--- src/rtl/prog_load_ctrl.sv ---
// prog_load_ctrl: serial program loader for the instruction memory.
// While the mode switch is on, the CPU is held in reset. The block takes a
// 16-bit big-endian word count N, then 4*N bytes. Each group of four bytes
// becomes one 32-bit big-endian word written to consecutive imem addresses.
//
// Ports:
//   clk, reset      system clock; synchronous active-high reset
//   mode_sw         asynchronous download-mode switch (1 = download)
//   rx_valid/data   one-cycle received-byte strobe and byte
//   cpu_rst         holds CPU in reset (high in every state except IDLE)
//   imem_we/addr/   one-cycle instruction-memory write; addr and data hold
//   imem_wdata      their values between writes
//   busy/done/err   status: header or data phase / load complete / N too big
module prog_load_ctrl #(
  parameter int IMEM_AW    = 14,
  parameter int IMEM_WORDS = 16384
) (
  input  logic               clk,
  input  logic               reset,
  input  logic               mode_sw,
  input  logic               rx_valid,
  input  logic [7:0]         rx_data,
  output logic               cpu_rst,
  output logic               imem_we,
  output logic [IMEM_AW-1:0] imem_addr,
  output logic [31:0]        imem_wdata,
  output logic               busy,
  output logic               done,
  output logic               err
);

  typedef enum logic [2:0] {IDLE, HDR_HI, HDR_LO, DATA, DONE, ERR} state_t;

  localparam logic [16:0] MAX_WORDS = 17'(IMEM_WORDS);

  logic               sw_meta_q, sw_s_q;
  state_t             state_q, state_d;
  logic [15:0]        n_q, n_d;
  logic [15:0]        idx_q, idx_d;
  logic [1:0]         cnt_q, cnt_d;
  logic [23:0]        word_q, word_d;   // first three bytes of the word in flight
  logic               we_q, we_d;
  logic [IMEM_AW-1:0] addr_q, addr_d;
  logic [31:0]        wdata_q, wdata_d;
  logic               cpu_rst_q, busy_q, done_q, err_q;

  logic [15:0] n_new;
  logic [15:0] idx_inc;
  assign n_new   = {n_q[15:8], rx_data};
  assign idx_inc = idx_q + 16'd1;

  always_comb begin
    state_d = state_q;
    n_d     = n_q;
    idx_d   = idx_q;
    cnt_d   = cnt_q;
    word_d  = word_q;
    we_d    = 1'b0;
    addr_d  = addr_q;
    wdata_d = wdata_q;
    case (state_q)
      IDLE: if (sw_s_q) state_d = HDR_HI;
      HDR_HI: begin
        if (!sw_s_q) state_d = IDLE;
        else if (rx_valid) begin
          n_d     = {rx_data, n_q[7:0]};
          state_d = HDR_LO;
        end
      end
      HDR_LO: begin
        if (!sw_s_q) state_d = IDLE;
        else if (rx_valid) begin
          n_d = n_new;
          if (n_new == 16'd0)                  state_d = DONE;
          else if ({1'b0, n_new} > MAX_WORDS)  state_d = ERR;
          else begin
            state_d = DATA;
            idx_d   = '0;
            cnt_d   = '0;
          end
        end
      end
      DATA: begin
        // Switch drop wins over a byte arriving on the same cycle: no write.
        if (!sw_s_q) state_d = IDLE;
        else if (rx_valid) begin
          cnt_d = cnt_q + 2'd1;   // wraps 3 -> 0
          if (cnt_q == 2'd3) begin
            we_d    = 1'b1;
            addr_d  = idx_q[IMEM_AW-1:0];
            wdata_d = {word_q, rx_data};
            idx_d   = idx_inc;
            if (idx_inc == n_q) state_d = DONE;
          end else begin
            word_d = {word_q[15:0], rx_data};
          end
        end
      end
      DONE, ERR: if (!sw_s_q) state_d = IDLE;
      default: state_d = IDLE;
    endcase
  end

  always_ff @(posedge clk) begin
    if (reset) begin
      sw_meta_q <= 1'b0;
      sw_s_q    <= 1'b0;
      state_q   <= IDLE;
      n_q       <= '0;
      idx_q     <= '0;
      cnt_q     <= '0;
      word_q    <= '0;
      we_q      <= 1'b0;
      addr_q    <= '0;
      wdata_q   <= '0;
      cpu_rst_q <= 1'b1;
      busy_q    <= 1'b0;
      done_q    <= 1'b0;
      err_q     <= 1'b0;
    end else begin
      sw_meta_q <= mode_sw;
      sw_s_q    <= sw_meta_q;
      state_q   <= state_d;
      n_q       <= n_d;
      idx_q     <= idx_d;
      cnt_q     <= cnt_d;
      word_q    <= word_d;
      we_q      <= we_d;
      addr_q    <= addr_d;
      wdata_q   <= wdata_d;
      // Status flags decode the next state so they line up with state_q.
      cpu_rst_q <= (state_d != IDLE);
      busy_q    <= (state_d == HDR_HI) || (state_d == HDR_LO) || (state_d == DATA);
      done_q    <= (state_d == DONE);
      err_q     <= (state_d == ERR);
    end
  end

  assign cpu_rst    = cpu_rst_q;
  assign imem_we    = we_q;
  assign imem_addr  = addr_q;
  assign imem_wdata = wdata_q;
  assign busy       = busy_q;
  assign done       = done_q;
  assign err        = err_q;

endmodule

--- config.mk ---
export PLATFORM = sky130hd
export DESIGN_NAME = prog_load_ctrl
export DESIGN_NICKNAME = d
export VERILOG_FILES = /design/src/rtl/prog_load_ctrl.sv
export SDC_FILE = /design/constraint.sdc
export NUM_CORES = 1
export LEC_CHECK = 0
export BUFFER_PORTS_ARGS = -buffer_cell sky130_fd_sc_hd__buf_2
export CAP_MARGIN = 20
export CORE_MARGIN = 2
export CORE_UTILIZATION = 50
export CTS_BUF_LIST = sky130_fd_sc_hd__clkbuf_8
export CTS_CLUSTER_SIZE = 8
export DETAILED_ROUTE_END_ITERATION = 8
export PLACE_DENSITY = 0.77
export SYNTH_ARGS = -nofsm -noshare
export SYNTH_HDL_FRONTEND = slang
export SYNTH_SLANG_ARGS = --single-unit
--- constraint.sdc ---
create_clock -name clk -period 3.2 [get_ports clk]
set_clock_uncertainty 0.2 [all_clocks]
set_input_delay 0.16 -clock clk [delete_from_list [all_inputs] [get_ports clk]]
set_output_delay 0.16 -clock clk [all_outputs]
set_load 0.01 [all_outputs]
==> results.cfg <==
[global_route]
grt_pass1_wl_mm = 19.4
antenna_found_initial = 0
grt_pass1_vias = 3947
grt_use_total_pct = 23.5
gr-total-overflow = 0
grt_max_degree = 115

[clock_network]
h-tree-depth = 4
ctsResizeCount = 0
worstSkewPairLatency_ns = 0.42
numCtsBuffers = 17
clockRootBuffer = clkbuf_8
clk_pin_slew_ns = 0.07
clk_path_buf_depth = 2
cts_tree = yes
cts_num_sinks = 114

[finish]
n_fill_cell = 842
layout.nets = 687
layout-drive-gt1-share_pct = 18.2
syn_to_final_growth_pct = 18.8
n_antenna_cell = 0

[power_and_ir_drop]
p_leak_uw = 0.00213
p_per_area_nw_per_um2 = 505
power_uw = 2910
ir_worst_vdd_v = 0.000262

[floorplan]
initial_core_util_pct = 51.9
ios = 63
fp-row-count = 35
core_um2 = 9330
die_h_um = 102
die_w_um = 102
die_area_um2 = 10500

[routing]
antenna_left = 0
dr.pass1.iters = 5
routed_wl_mm = 12.0
dr.first_iter.drc_count = 242
viasPerCell = 5.45
vias = 4445
drc = 0
routedWlPerCell_um = 14.7

[placement]
pre_cts_ws_ns = 0.190
io_buffers = 62
dp_hpwl_mm = 8.01
gp_congestion = 0.907

[logic_synthesis]
yosysWarnings = 0
yosysSeqAreaShare_pct = 47.1
synth_edf_count = 0
synthArstFlopShare_pct = 0
syn_nets = 627
avgSynthCellArea_um2 = 7.90
synthCells = 613
synth_compound_area_share_pct = 17.6
synth_cell_types = 52
synth_top_family_by_area = simple AND/OR/NAND/NOR gates
synth-simple-area-share_pct = 25.4
synthesis.area_um2 = 4840
synthMuxAreaShare_pct = 0.207
synth-seq-cells = 114
ys.flop_type = dfxtp_1
synth-xor-area-share_pct = 4.16
synthAdderAreaFrac_pct = 0.517

[worst_setup_path]
critPathLaunchType = flop
end_kind = flop
crit_required_ns = 3.35
r2r_setup_slack_ns = 0.16
worstReg2RegStart = idx_q[1]
cp_max_fo = 7
worstPathArrival_ns = 3.19
timing.rr.end = done
crit_type = flop to flop
r2r_cells = 8

[sta]
timing.slew.headroom_pct = 42.1
finalCriticalPeriod_ns = 3.04
slew_viol_final = 0
hold_viol_final = 0
rsz0062_at_grt = no
setup_viol = 0
tightestPinTransition_ns = 0.862
timing.final.crit_share_pct = 95.0
setup_tns_ns = 0
fmax_ghz = 0.329
setup_ws_ns = 0.159

[worst_hold_path]
hp-start = rx_valid
min_to = state_q[0]
min_delay_path_depth = 5
hp-class = input pin to flop

[job]
drv_cap = 0

[run_status]
status = completed
[power breakdown]
part,total (uW),internal [uW],switching (uW),leakage (uW)
Clock,1420,799,620,0.000202
Combinational,65.4,23.3,42.1,0.00101
Sequential,1420,1420,2.38,0.000919
[metrics by stage]
step / cell area [um^2] / utilization, % / instances / hold WS [ns]
after global placement: 5200 / 55.8 / 772 / 0.168
after detailed placement: 5200 / 55.8 / 772 / 0.172
final: 5750 / 61.7 / 815 / 0.114
after CTS: 5720 / 61.3 / 813 / 0.0942
after floorplan: 4840 / - / 613 / 0.0882
after global routing: 5750 / 61.7 / 815 / 0.139
[what timing repair did]
| action | CTS | global route |
|---|---|---|
| hold endpoints to repair | 33 | 22 |
| setup buffers | 0 | 0 |
| hold buffers | 9 | 1 |
[worst max-delay path by stage]
stage	from	end	slack (ns)	cells past startpoint
finish	idx_q[1]	done	0.16	8
global route	idx_q[1]	err	0.07	8
CTS	idx_q[1]	done	0.17	8
detailed placement	idx_q[1]	done	0.19	8
global placement	idx_q[1]	busy	0.26	8
floorplan	idx_q[0]	done	0.39	8
[cells in the mapped netlist (2+ instances only)]
| cell type | n | area [um^2] |
|---|---|---|
| inv_1 | 5 | 18.8 |
| nand4_1 | 7 | 43.8 |
| a21oi_1 | 104 | 521 |
| nand3b_1 | 4 | 30.0 |
| a211oi_1 | 4 | 30.0 |
| or2_2 | 2 | 12.5 |
| nor4_1 | 7 | 43.8 |
| a311oi_1 | 3 | 26.3 |
| or3_1 | 7 | 43.8 |
| and2_1 | 3 | 18.8 |
| buf_2 | 2 | 10.0 |
| and3_2 | 5 | 37.5 |
| and3_1 | 2 | 12.5 |
| nor2_1 | 24 | 90.1 |
| o21a_1 | 2 | 15.0 |
| clkbuf_2 | 2 | 10.0 |
| o2111a_1 | 2 | 22.5 |
| xor2_1 | 11 | 96.3 |
| buf_6 | 4 | 45.0 |
| or4_1 | 2 | 15.0 |
| nand2_1 | 170 | 638 |
| clkbuf_1 | 34 | 128 |
| nor2b_1 | 5 | 31.3 |
| nand3_1 | 18 | 90.1 |
| a31oi_1 | 2 | 12.5 |
| o21ai_0 | 23 | 115 |
| dfxtp_1 | 114 | 2280 |
| nor3_1 | 8 | 40.0 |
| xnor2_1 | 12 | 105 |
| ha_1 | 2 | 25.0 |
| clkbuf_8 | 2 | 27.5 |
[layer usage]
layer / vias to the layer above / wire length (um) / share of wire [%] / global-route usage, %
met2: 149 / 5680 / 47 / 37.4
li1: 2209 / - / - / -
met1: 2070 / 5610 / 47 / 32.8
met3: 17 / 513 / 4.3 / 3.49
met5: - / 0 / 0 / 0
met4: 0 / 172 / 1.4 / 8.00
[cell families after synthesis]
family,count (synthesis)
muxes,1
buffers and inverters,50
AOI/OAI and AO/OA,150
adders and majority gates,2
and+or+nand+nor,273
DFF,114
xor gates and xnor gates,23
[final cells by class]
| cell class | count | area (um^2) | area share (%) |
|---|---|---|---|
| clock buffers | 18 | 248 | 4.31 |
| multi-input cells | 449 | 2330 | 40.5 |
| well taps | 129 | 161 | 2.80 |
| repair buffers | 86 | 538 | 9.35 |
| clock inverters | 14 | 178 | 3.09 |
| flip-flops and latches | 114 | 2280 | 39.7 |
| inverters | 5 | 18.8 | 0.326 |
[flip-flops by register name, summed over array words and instances, names as in the netlist]
name,cells
imem_wdata,32
word_q,24
idx_q,16
n_q,16
imem_addr,14
state_q,3
cnt_q,2
busy,1
cpu_rst,1
done,1
err,1
imem_we,1
sw_meta_q,1
sw_s_q,1
[cell usage in the layout, fill, tap and decap left out, drive strengths merged, types with 2 or more instances in the layout]
master       instances
nand4                7
o2111a               2
and3                 7
dlygate4sd3         10
a311oi               3
ha                   2
and2                 3
clkinv               4
dfxtp              114
nor4                 7
clkinvlp             4
a31oi                2
nand3               18
nor2b                5
nand3b               4
and4                 2
inv                  8
xnor2               12
o21a                 2
nor3                 9
bufinv               3
or2                  2
nor3b                2
a21oi              104
or3                  8
xor2                11
a211oi               4
clkbuf              18
o21ai               24
buf                 76
or4                  2
nand2              170
nor2                24
[worst max-delay path, stage by stage, from the launching register on]
cell      delay [ns]
dfxtp_1         0.42
ha_1            0.32
and3_2          0.28
and3_2          0.23
xnor2_1         0.07
or4_1           0.52
a2111o_1        0.50
o21a_1          0.27
nor3b_2         0.17
No activity file was read; power rests on OpenSTA's default activity.
